===== src/rtl/mc_ctrl_pkg.sv =====
// Shared constants and types for the multi-cycle MIPS control sequencer:
// opcode/func values, ALU and mux select encodings, state and class enums.
package mc_ctrl_pkg;

  localparam logic [5:0] OP_RTYPE = 6'd0;
  localparam logic [5:0] OP_J     = 6'd2;
  localparam logic [5:0] OP_BEQ   = 6'd4;
  localparam logic [5:0] OP_ADDI  = 6'd8;
  localparam logic [5:0] OP_ADDIU = 6'd9;
  localparam logic [5:0] OP_ANDI  = 6'd12;
  localparam logic [5:0] OP_ORI   = 6'd13;
  localparam logic [5:0] OP_LW    = 6'd35;
  localparam logic [5:0] OP_SW    = 6'd43;

  localparam logic [5:0] FN_MULT  = 6'd24;
  localparam logic [5:0] FN_ADD   = 6'd32;
  localparam logic [5:0] FN_ADDU  = 6'd33;
  localparam logic [5:0] FN_AND   = 6'd36;
  localparam logic [5:0] FN_OR    = 6'd37;

  localparam logic [2:0] ALU_ADD   = 3'b000;
  localparam logic [2:0] ALU_SUB   = 3'b001;
  localparam logic [2:0] ALU_AND   = 3'b010;
  localparam logic [2:0] ALU_OR    = 3'b011;
  localparam logic [2:0] ALU_FUNCT = 3'b111;

  localparam logic [1:0] SRCB_RT    = 2'b00;
  localparam logic [1:0] SRCB_FOUR  = 2'b01;
  localparam logic [1:0] SRCB_IMM   = 2'b10;
  localparam logic [1:0] SRCB_BROFF = 2'b11;

  localparam logic [1:0] PCSRC_ALU    = 2'b00;
  localparam logic [1:0] PCSRC_ALUOUT = 2'b01;
  localparam logic [1:0] PCSRC_JUMP   = 2'b10;

  typedef enum logic [3:0] {
    S_FETCH    = 4'd0,
    S_DECODE   = 4'd1,
    S_MEM_ADDR = 4'd2,
    S_MEM_RD   = 4'd3,
    S_MEM_WB   = 4'd4,
    S_MEM_WR   = 4'd5,
    S_EXEC_R   = 4'd6,
    S_WB_R     = 4'd7,
    S_BRANCH   = 4'd8,
    S_JUMP     = 4'd9,
    S_EXEC_I   = 4'd10,
    S_WB_I     = 4'd11,
    S_MULT     = 4'd12,
    S_TRAP     = 4'd13
  } state_e;

  typedef enum logic [2:0] {
    CLS_MEM,
    CLS_R,
    CLS_MULT,
    CLS_BEQ,
    CLS_J,
    CLS_IMM,
    CLS_ILL
  } instr_cls_e;

endpackage


===== src/rtl/mc_instr_decode.sv =====
// Combinational opcode/func classifier feeding the DECODE-state branch of the
// control sequencer; anything not recognised is flagged illegal.
module mc_instr_decode
  import mc_ctrl_pkg::*;
(
  input  logic [5:0]  opcode_i,
  input  logic [5:0]  func_i,
  output instr_cls_e  cls_o,
  output logic        illegal_o
);

  always_comb begin
    cls_o = CLS_ILL;
    case (opcode_i)
      OP_LW, OP_SW: cls_o = CLS_MEM;
      OP_RTYPE: begin
        case (func_i)
          FN_ADD, FN_ADDU, FN_AND, FN_OR: cls_o = CLS_R;
          FN_MULT:                        cls_o = CLS_MULT;
          default:                        cls_o = CLS_ILL;
        endcase
      end
      OP_BEQ:                               cls_o = CLS_BEQ;
      OP_J:                                 cls_o = CLS_J;
      OP_ADDI, OP_ADDIU, OP_ANDI, OP_ORI:   cls_o = CLS_IMM;
      default:                              cls_o = CLS_ILL;
    endcase
  end

  assign illegal_o = (cls_o == CLS_ILL);

endmodule


===== src/rtl/mc_control_fsm.sv =====
// Multi-cycle MIPS control sequencer with memory-ready / multiplier-done
// handshakes and a retired-instruction counter. CTRL_ILLEGAL_TRAP_EN enables the TRAP state.
module mc_control_fsm
  import mc_ctrl_pkg::*;
#(
  parameter int CNT_W   = 32,
  parameter int ALUOP_W = 3
) (
  input  logic               clk,
  input  logic               rst,
  input  logic [5:0]         opcode,
  input  logic [5:0]         func,
  input  logic               Zero,
  input  logic               MemReady,
  input  logic               MultDone,
  output logic               MemReq,
  output logic               IorD,
  output logic               MemWrite,
  output logic               IRWrite,
  output logic               PCWrite,
  output logic [1:0]         PCSrc,
  output logic               ALUSrcA,
  output logic [1:0]         ALUSrcB,
  output logic               ZeroExt,
  output logic [ALUOP_W-1:0] ALUOp,
  output logic               RegDst,
  output logic               MemtoReg,
  output logic               RegWrite,
  output logic               MultStart,
  output logic               Retire,
  output logic               Illegal,
  output logic [CNT_W-1:0]   InstrCount,
  output logic [3:0]         State
);

  state_e           state_q, state_d;
  logic [CNT_W-1:0] count_q, count_d;
  instr_cls_e       cls;
  logic             dec_illegal;
  logic             is_andor;

  logic       mem_req, iord, mem_write, ir_write, pc_write, src_a, zext;
  logic       reg_dst, mem_to_reg, reg_write, mult_start, retire, illegal;
  logic [1:0] pc_src, src_b;
  logic [2:0] alu_op;

  mc_instr_decode u_decode (
    .opcode_i  (opcode),
    .func_i    (func),
    .cls_o     (cls),
    .illegal_o (dec_illegal)
  );

  assign is_andor = (opcode == OP_ANDI) || (opcode == OP_ORI);

  always_comb begin
    state_d    = state_q;
    mem_req    = 1'b0;
    iord       = 1'b0;
    mem_write  = 1'b0;
    ir_write   = 1'b0;
    pc_write   = 1'b0;
    pc_src     = PCSRC_ALU;
    src_a      = 1'b0;
    src_b      = SRCB_RT;
    zext       = 1'b0;
    alu_op     = ALU_ADD;
    reg_dst    = 1'b0;
    mem_to_reg = 1'b0;
    reg_write  = 1'b0;
    mult_start = 1'b0;
    retire     = 1'b0;
    illegal    = 1'b0;
    case (state_q)
      S_FETCH: begin
        mem_req = 1'b1;
        src_b   = SRCB_FOUR;
        if (MemReady) begin
          ir_write = 1'b1;
          pc_write = 1'b1;
          state_d  = S_DECODE;
        end
      end
      S_DECODE: begin
        // ALU precomputes the branch target here so BRANCH can use ALUOut.
        src_b = SRCB_BROFF;
        if (dec_illegal) begin
`ifdef CTRL_ILLEGAL_TRAP_EN
          state_d = S_TRAP;
`else
          state_d = S_FETCH;
`endif
        end else begin
          case (cls)
            CLS_MEM:  state_d = S_MEM_ADDR;
            CLS_R:    state_d = S_EXEC_R;
            CLS_MULT: begin
              state_d    = S_MULT;
              mult_start = 1'b1;
            end
            CLS_BEQ:  state_d = S_BRANCH;
            CLS_J:    state_d = S_JUMP;
            CLS_IMM:  state_d = S_EXEC_I;
            default:  state_d = S_FETCH;
          endcase
        end
      end
      S_MEM_ADDR: begin
        src_a   = 1'b1;
        src_b   = SRCB_IMM;
        state_d = (opcode == OP_SW) ? S_MEM_WR : S_MEM_RD;
      end
      S_MEM_RD: begin
        mem_req = 1'b1;
        iord    = 1'b1;
        if (MemReady) state_d = S_MEM_WB;
      end
      S_MEM_WB: begin
        reg_write  = 1'b1;
        mem_to_reg = 1'b1;
        retire     = 1'b1;
        state_d    = S_FETCH;
      end
      S_MEM_WR: begin
        mem_req   = 1'b1;
        iord      = 1'b1;
        mem_write = 1'b1;
        if (MemReady) begin
          retire  = 1'b1;
          state_d = S_FETCH;
        end
      end
      S_EXEC_R: begin
        src_a   = 1'b1;
        alu_op  = ALU_FUNCT;
        state_d = S_WB_R;
      end
      S_WB_R: begin
        reg_write = 1'b1;
        reg_dst   = 1'b1;
        retire    = 1'b1;
        state_d   = S_FETCH;
      end
      S_MULT: begin
        if (MultDone) begin
          retire  = 1'b1;
          state_d = S_FETCH;
        end
      end
      S_BRANCH: begin
        src_a    = 1'b1;
        alu_op   = ALU_SUB;
        pc_src   = PCSRC_ALUOUT;
        pc_write = Zero;
        retire   = 1'b1;
        state_d  = S_FETCH;
      end
      S_JUMP: begin
        pc_src   = PCSRC_JUMP;
        pc_write = 1'b1;
        retire   = 1'b1;
        state_d  = S_FETCH;
      end
      S_EXEC_I: begin
        src_a   = 1'b1;
        src_b   = SRCB_IMM;
        zext    = is_andor;
        alu_op  = (opcode == OP_ANDI) ? ALU_AND :
                  (opcode == OP_ORI)  ? ALU_OR  : ALU_ADD;
        state_d = S_WB_I;
      end
      S_WB_I: begin
        reg_write = 1'b1;
        retire    = 1'b1;
        state_d   = S_FETCH;
      end
`ifdef CTRL_ILLEGAL_TRAP_EN
      S_TRAP: illegal = 1'b1;
`endif
      default: state_d = S_FETCH;
    endcase
  end

  assign count_d = retire ? count_q + CNT_W'(1) : count_q;

  always_ff @(posedge clk) begin
    if (rst) begin
      state_q <= S_FETCH;
      count_q <= '0;
    end else begin
      state_q <= state_d;
      count_q <= count_d;
    end
  end

  // Reset masks every output so an abandoned instruction cannot strobe anything.
  assign MemReq     = mem_req    & ~rst;
  assign IorD       = iord       & ~rst;
  assign MemWrite   = mem_write  & ~rst;
  assign IRWrite    = ir_write   & ~rst;
  assign PCWrite    = pc_write   & ~rst;
  assign PCSrc      = rst ? 2'b00 : pc_src;
  assign ALUSrcA    = src_a      & ~rst;
  assign ALUSrcB    = rst ? 2'b00 : src_b;
  assign ZeroExt    = zext       & ~rst;
  assign ALUOp      = rst ? '0 : ALUOP_W'(alu_op);
  assign RegDst     = reg_dst    & ~rst;
  assign MemtoReg   = mem_to_reg & ~rst;
  assign RegWrite   = reg_write  & ~rst;
  assign MultStart  = mult_start & ~rst;
  assign Retire     = retire     & ~rst;
  assign Illegal    = illegal    & ~rst;
  assign InstrCount = rst ? '0 : count_q;
  assign State      = rst ? 4'd0 : state_q;

endmodule


===== config.mk =====
export PLATFORM = sky130hd
export DESIGN_NAME = mc_control_fsm
export DESIGN_NICKNAME = d
export VERILOG_FILES = /design/src/rtl/mc_ctrl_pkg.sv /design/src/rtl/mc_instr_decode.sv /design/src/rtl/mc_control_fsm.sv
export SDC_FILE = /design/constraint.sdc
export NUM_CORES = 1
export LEC_CHECK = 0
export BUFFER_PORTS_ARGS = -buffer_cell sky130_fd_sc_hd__clkbuf_2
export CORE_MARGIN = 1.5
export CORE_UTILIZATION = 47
export DETAILED_ROUTE_END_ITERATION = 10
export PLACE_DENSITY = 0.88
export SETUP_SLACK_MARGIN = 0.4
export SYNTH_ARGS = -nofsm -noshare
export SYNTH_HDL_FRONTEND = slang
export SYNTH_SLANG_ARGS = --single-unit

===== constraint.sdc =====
create_clock -name clk -period 2 [get_ports clk]
set_clock_uncertainty 0.05 [all_clocks]
set_input_delay 0.3 -clock clk [delete_from_list [all_inputs] [get_ports clk]]
set_output_delay 0.3 -clock clk [all_outputs]
set_load 0.005 [all_outputs]

# Yosys cells after proc, flatten, opt, wreduce, memory -nomap -nowiden
# Index checks and enable logic that the tools add are counted.
[word_totals] regBits=36 inputBits=17
[op_classes] n_eq_ne=35 n_reduce_logical=14 bitwise_logic=13 n_addsub=1 n_mux=36
[ops] op="== test 6 bit (second input constant)" n=6
[ops] op="adder 32 x 1 -> 32 bit (second input constant)" n=1
[ops] op="2-to-1 mux 32 bit" n=1
[ops] op="case mux 4 bit (8 select lines)" n=1
[ops] op="== test 6 x 4 -> 1 bit (second input constant)" n=4
[ops] op="2-to-1 mux 4 bit" n=6
[ops] op="case mux 4 bit (6 select lines)" n=1
[ops] op="== test 4 bit (second input constant)" n=5
[ops] op="== test 4 x 3 -> 1 bit (second input constant)" n=4
[ops] op="case mux 3 bit (5 select lines)" n=1
[ops] op="2-to-1 mux 1 bit" n=14
[ops] op="bitwise AND 1 bit" n=12
[ops] op="OR reduction 4 bit" n=3
[ops] op="== test 3 bit (second input constant)" n=3
[ops] op="case mux 3 bit (3 select lines)" n=1
[ops] op="== test 4 x 2 -> 1 bit (second input constant)" n=2
[ops] op="2-to-1 mux 2 bit" n=4
[ops] op="!= test 2 bit (second input constant)" n=4
[ops] op="== test 3 x 2 -> 1 bit (second input constant)" n=2
[ops] op="== test 6 x 2 -> 1 bit (second input constant)" n=1
[ops] op="== test 6 x 3 -> 1 bit (second input constant)" n=1
[ops] op="== test 6 x 5 -> 1 bit (second input constant)" n=1
[ops] op="zero test 6 bit" n=1
[ops] op="2-to-1 mux 3 bit" n=2
[ops] op="other kinds (14)" n=18

# Logic depth before layout (Yosys ltp)
[depth] depth_word=9 depth_mapped=8

# By module
# From an unflattened synthesis, not the netlist that was laid out.
[unflattened] cells_unflattened=350 hier_area_um2=2607.5
[by_module_without_submodules] mod="mc_control_fsm" cells_each=327 area_each_um2=2461.1 n_inst=1 seq_area_each_um2=720.7
[by_module_without_submodules] mod="mc_instr_decode" cells_each=23 area_each_um2=146.4 n_inst=1 seq_area_each_um2=0.0

# Worst setup path after synthesis
# OpenSTA, ideal clock, no wires.
[synth_path] kind="input -> register" startpoint="in func[1]" endpoint="reg state_q[3]" required_time_ns=1.854 stages=6 t_arrival_ns=1.771 slack_ns=0.083 path_buffers=0 cell_sequence="or4b_4 nor2_1 o21bai_1 or3b_1 and2_1 o41ai_2"
[synth_via] elab_chain_len=8
[synth_rtl] element="start: declaration" line="mc_control_fsm.sv:12" source="input logic [5:0] func,"
[synth_rtl] element="== test 6 bit" line="mc_instr_decode.sv:17" source="case (func_i)"
[synth_rtl] element="OR reduction 4 bit" line="mc_instr_decode.sv:17"
[synth_rtl] element="case mux 3 bit (2 select lines) *" line="mc_instr_decode.sv:17"
[synth_rtl] element="case mux 3 bit (5 select lines) *" line="mc_instr_decode.sv:14" source="case (opcode_i)"
[synth_rtl] element="== test 3 bit (tied with other cells)" line="mc_control_fsm.sv:94" source="case (cls)"
[synth_rtl] element="case mux 4 bit (6 select lines)" line="mc_control_fsm.sv:94"
[synth_rtl] element="2-to-1 mux 4 bit *" line="mc_control_fsm.sv:87" source="if (dec_illegal) begin"
[synth_rtl] element="case mux 4 bit (8 select lines) *" line="mc_control_fsm.sv:74" source="case (state_q)"
[synth_rtl] element="end signal: assignment" line="mc_control_fsm.sv:191" source="state_q <= state_d;"
[synth_rtl] element="end: declaration" line="mc_control_fsm.sv:36" source="state_e state_q, state_d;"
# Mark *: on every way between the ends. The rest lies on a longest branch, timed or not.
# A chain may end at the register's enable or synchronous reset.

# Worst setup path in the final report
[layout_path] startpoint="reg state_q[0]" endpoint="reg count_q[16]"
[layout_via] elab_chain_len=3
[layout_rtl] element="== test 4 bit or == test 4 x 3 -> 1 bit (tied branches)" line="mc_control_fsm.sv:74"
[layout_rtl] element="OR reduction 5 bit (no line)"
[layout_rtl] element="case mux 1 bit (3 select lines) *" line="mc_control_fsm.sv:74"
[layout_rtl] element="end signal: assignment" line="mc_control_fsm.sv:192" source="count_q <= count_d;"
[layout_rtl] element="end: declaration" line="mc_control_fsm.sv:37" source="logic [CNT_W-1:0] count_q, count_d;"
# Marks and branches as above.

==> reports/results.txt <==
CP required: 2.12 ns
Global-route usage over all layers: 30.9%
Diode count: 0
Arr. time, crit path: 2.22 ns
Final Cycle Share: 105%
Placed Cells: 492
Worst min path class: input port to flop
Seq. cell area: 731 um^2
Worst Hold Depth: 3
Final setup viols: 9
Post-synth EDFFs: 0
Non-filler cells, final: 538
Port Buffer Count: 71
Crit-path max cell delay: 0.41 ns
Die footprint: 5630 um^2
Clock sink count: 36
Routability cong.: 0.861
I/O pin cnt: 73
Area grow syn2layout: 67.7%
Die width: 75.0 um
GRT overflow: 0
Place WS: -0.221 ns
Worst reg-to-reg setup slack: -0.10 ns
Power density over the cells: 376 nW/um^2
Fin. max-slew vios: 0
Worst Hold Endpoint: state_q[0]$_SDFFE_PP0P_
Final nets: 485
CP most frequent cell: buf_6
Area of the multi-input gates: 2040 um^2
First-pass GRT wire length: 13400 um
Fillers: 266
Starting DRT DRC Count: 340
Post-Synthesis Net Count: 347
First-pass iteration count of the detailed router: 5
Number of buffers and inverters on the critical path: 4
P_leak: 1.79 nW
Final Util: 81.1%
Min setup slack post-route: -0.103 ns
Synth cell types: 43
Clock Latency Late Sink: 0.30 ns
Wire per inst: 19.2 um
Vias post-DR: 3263
Async set or reset register ratio after synthesis: 0%
Startpoint Class: flop
Fin. Hold Viols: 0
Maximum VDD drop: 0.354 mV
DP Wirelength: 4810 um
Final wirelength: 10300 um
R2R depth: 10
Worst path top cell family by delay: simple AND/OR/NAND/NOR gates
Seq/Total Area, Yosys: 29.6%
Cell Rows: 26
CP max stage cell: or3b_4
Kind of critical path: flop to flop
DRC Markers: 0
Initial Util: 48.3%
Max cap viols: 0
Clk slew on worst S/H paths: 0.08 ns
Post-Syn Area: 2440 um^2
Outcome: finished with violations
Final min period: 2.10 ns
Cts bufs inserted: 5
Hold Buf Count CTS: 0
Ys Warns: 0
CP endpoint kind: flop
Mapped Cells: 329
CP max FO: 6
H-tree depth: 2
Largest net degree at the start of global routing: 46
Post-Syn Area per Cell: 7.41 um^2
Crit path cell chain: or3b_4 -> a21oi_4 -> buf_6 -> buf_6 -> nor4b_4 -> buf_6 -> buf_6 -> nand3_2 -> xor2_1 -> nor2_1
Peak Freq: 475 MHz
Synthesis-stage register bit count: 36
Vias/cell: 6.07
Vias in the first global route: 2747
Total core area: 5040 um^2
Share of cells above drive strength 1: 50.6%
Die height: 75.0 um
RSZ-0062 raised after global routing: yes
Clock root cell: clkbuf_8
Number of antenna violations at the first check in global routing: 0
Hold_sp: opcode[5]
Worst R2R End: count_q[16]$_SDFFE_PP0P_
CTS tree: built
R2r startpoint: state_q[0]$_SDFFE_PP0P_
Failing checks: setup timing
Clock Path Buffers: 2
Most used flip-flop cell after synthesis: dfxtp_1
ANT nets after route: 0
stage by stage:
stage               hold WS [ns]  instance area [um^2]  power, mW  setup TNS, ns
floorplan                  0.407                  2580      0.845              0
global placement           0.437                  3270      0.912         -0.496
detailed placement         0.440                  3270      0.917          -1.39
CTS                        0.331                  3890       1.47        -0.0392
global route               0.422                  4090       1.56          -1.35
finish                     0.436                  4090       1.54         -0.534
report_power, final:
group	internal (mW)	leakage [nW]	switching, mW
logic	0.123	1.45	0.150
clock network	0.243	0.0479	0.297
registers	0.719	0.293	0.00519
cells in the final DEF (no fill, tap or decap), types with 9 or more instances in the layout:
cell type   n
nor3_1     12
buf_6      31
nand3_2    11
and3_1      9
nand4_1    11
clkbuf_2   63
dfxtp_1    30
nand2_1    10
xor2_1     24
buf_4      44
nor2_1     44
a21oi_1    13
nor2b_1    36
cell families (layout without fill, tap and decap cells):
| group | after synthesis | count (layout) | synth area share, % |
|---|---|---|---|
| AOI/OAI and AO/OA | 40 | 40 | 10.6 |
| xor gates and xnor gates | 33 | 33 | 11.9 |
| adders and majority gates | 1 | 1 | 0.513 |
| buffers and inverters | 26 | 164 | 4.31 |
| DFF | 36 | 36 | 29.6 |
| other | 1 | 1 | 0.154 |
| and+or+nand+nor | 192 | 193 | 43.0 |
flip-flops by register name (all words and copies together), names as in the netlist:
register / cells
count_q: 32
state_q: 4
cell type report:
cell class	instances	area share, %
Multi-Input combinational cell	268	49.9
Timing Repair Buffer	152	27.6
Sequential cell	36	17.9
Tap cell	70	2.14
Clock buffer	5	1.68
Clock inverter	3	0.459
Inverter	4	0.367
repair_timing:
action                     CTS  global route
gates resized for setup     67            42
setup endpoints to repair   56            73
gates cloned                 2             1
buffers inserted            29             6
pin swaps                   38            30
worst reg2reg max path, cell delays in order (launching register included):
cell and delay, ns:
dfxtp_4 0.40, or3b_4 0.41, a21oi_4 0.19, buf_6 0.12, buf_6 0.09, nor4b_4 0.04
buf_6 0.14, buf_6 0.12, nand3_2 0.06, xor2_1 0.22, nor2_1 0.13
cells in the mapped netlist, types with 9 or more instances:
master	instances	area [um^2]
nand4_1	11	68.8
nor3_1	19	95.1
a21oi_1	15	75.1
dfxtp_1	36	721
nand2b_1	9	56.3
nor2b_1	37	231
and3_1	11	68.8
nand3_1	16	80.1
nor2_1	47	176
xor2_1	26	228
nand2_1	15	56.3
clkbuf_1	15	56.3
per-layer routing:
| layer | vias to the layer above | wire length [um] | track usage (%) | share of wire [%] |
|---|---|---|---|---|
| met2 | 248 | 4940 | 52.4 | 48 |
| met5 | - | 0 | 0 | 0 |
| li1 | 1412 | - | - | - |
| met4 | 0 | 693 | 10.1 | 6.7 |
| met3 | 87 | 920 | 6.16 | 8.9 |
| met1 | 1516 | 3800 | 39.4 | 37 |
worst max-delay path by stage:
| stage | startpoint | end | slack, ns | cells past startpoint |
|---|---|---|---|---|
| CTS | state_q[1]$_SDFFE_PP0P_ | MultStart | -0.04 | 7 |
| global route | state_q[0]$_SDFFE_PP0P_ | count_q[16]$_SDFFE_PP0P_ | -0.13 | 10 |
| floorplan | func[4] | state_q[3]$_SDFFE_PP0P_ | 0.13 | 6 |
| detailed placement | MultDone | count_q[12]$_SDFFE_PP0P_ | -0.22 | 8 |
| global placement | MultDone | count_q[30]$_SDFFE_PP0P_ | -0.13 | 8 |
| finish | state_q[0]$_SDFFE_PP0P_ | count_q[16]$_SDFFE_PP0P_ | -0.10 | 10 |
(Power assumes the default switching activity.)
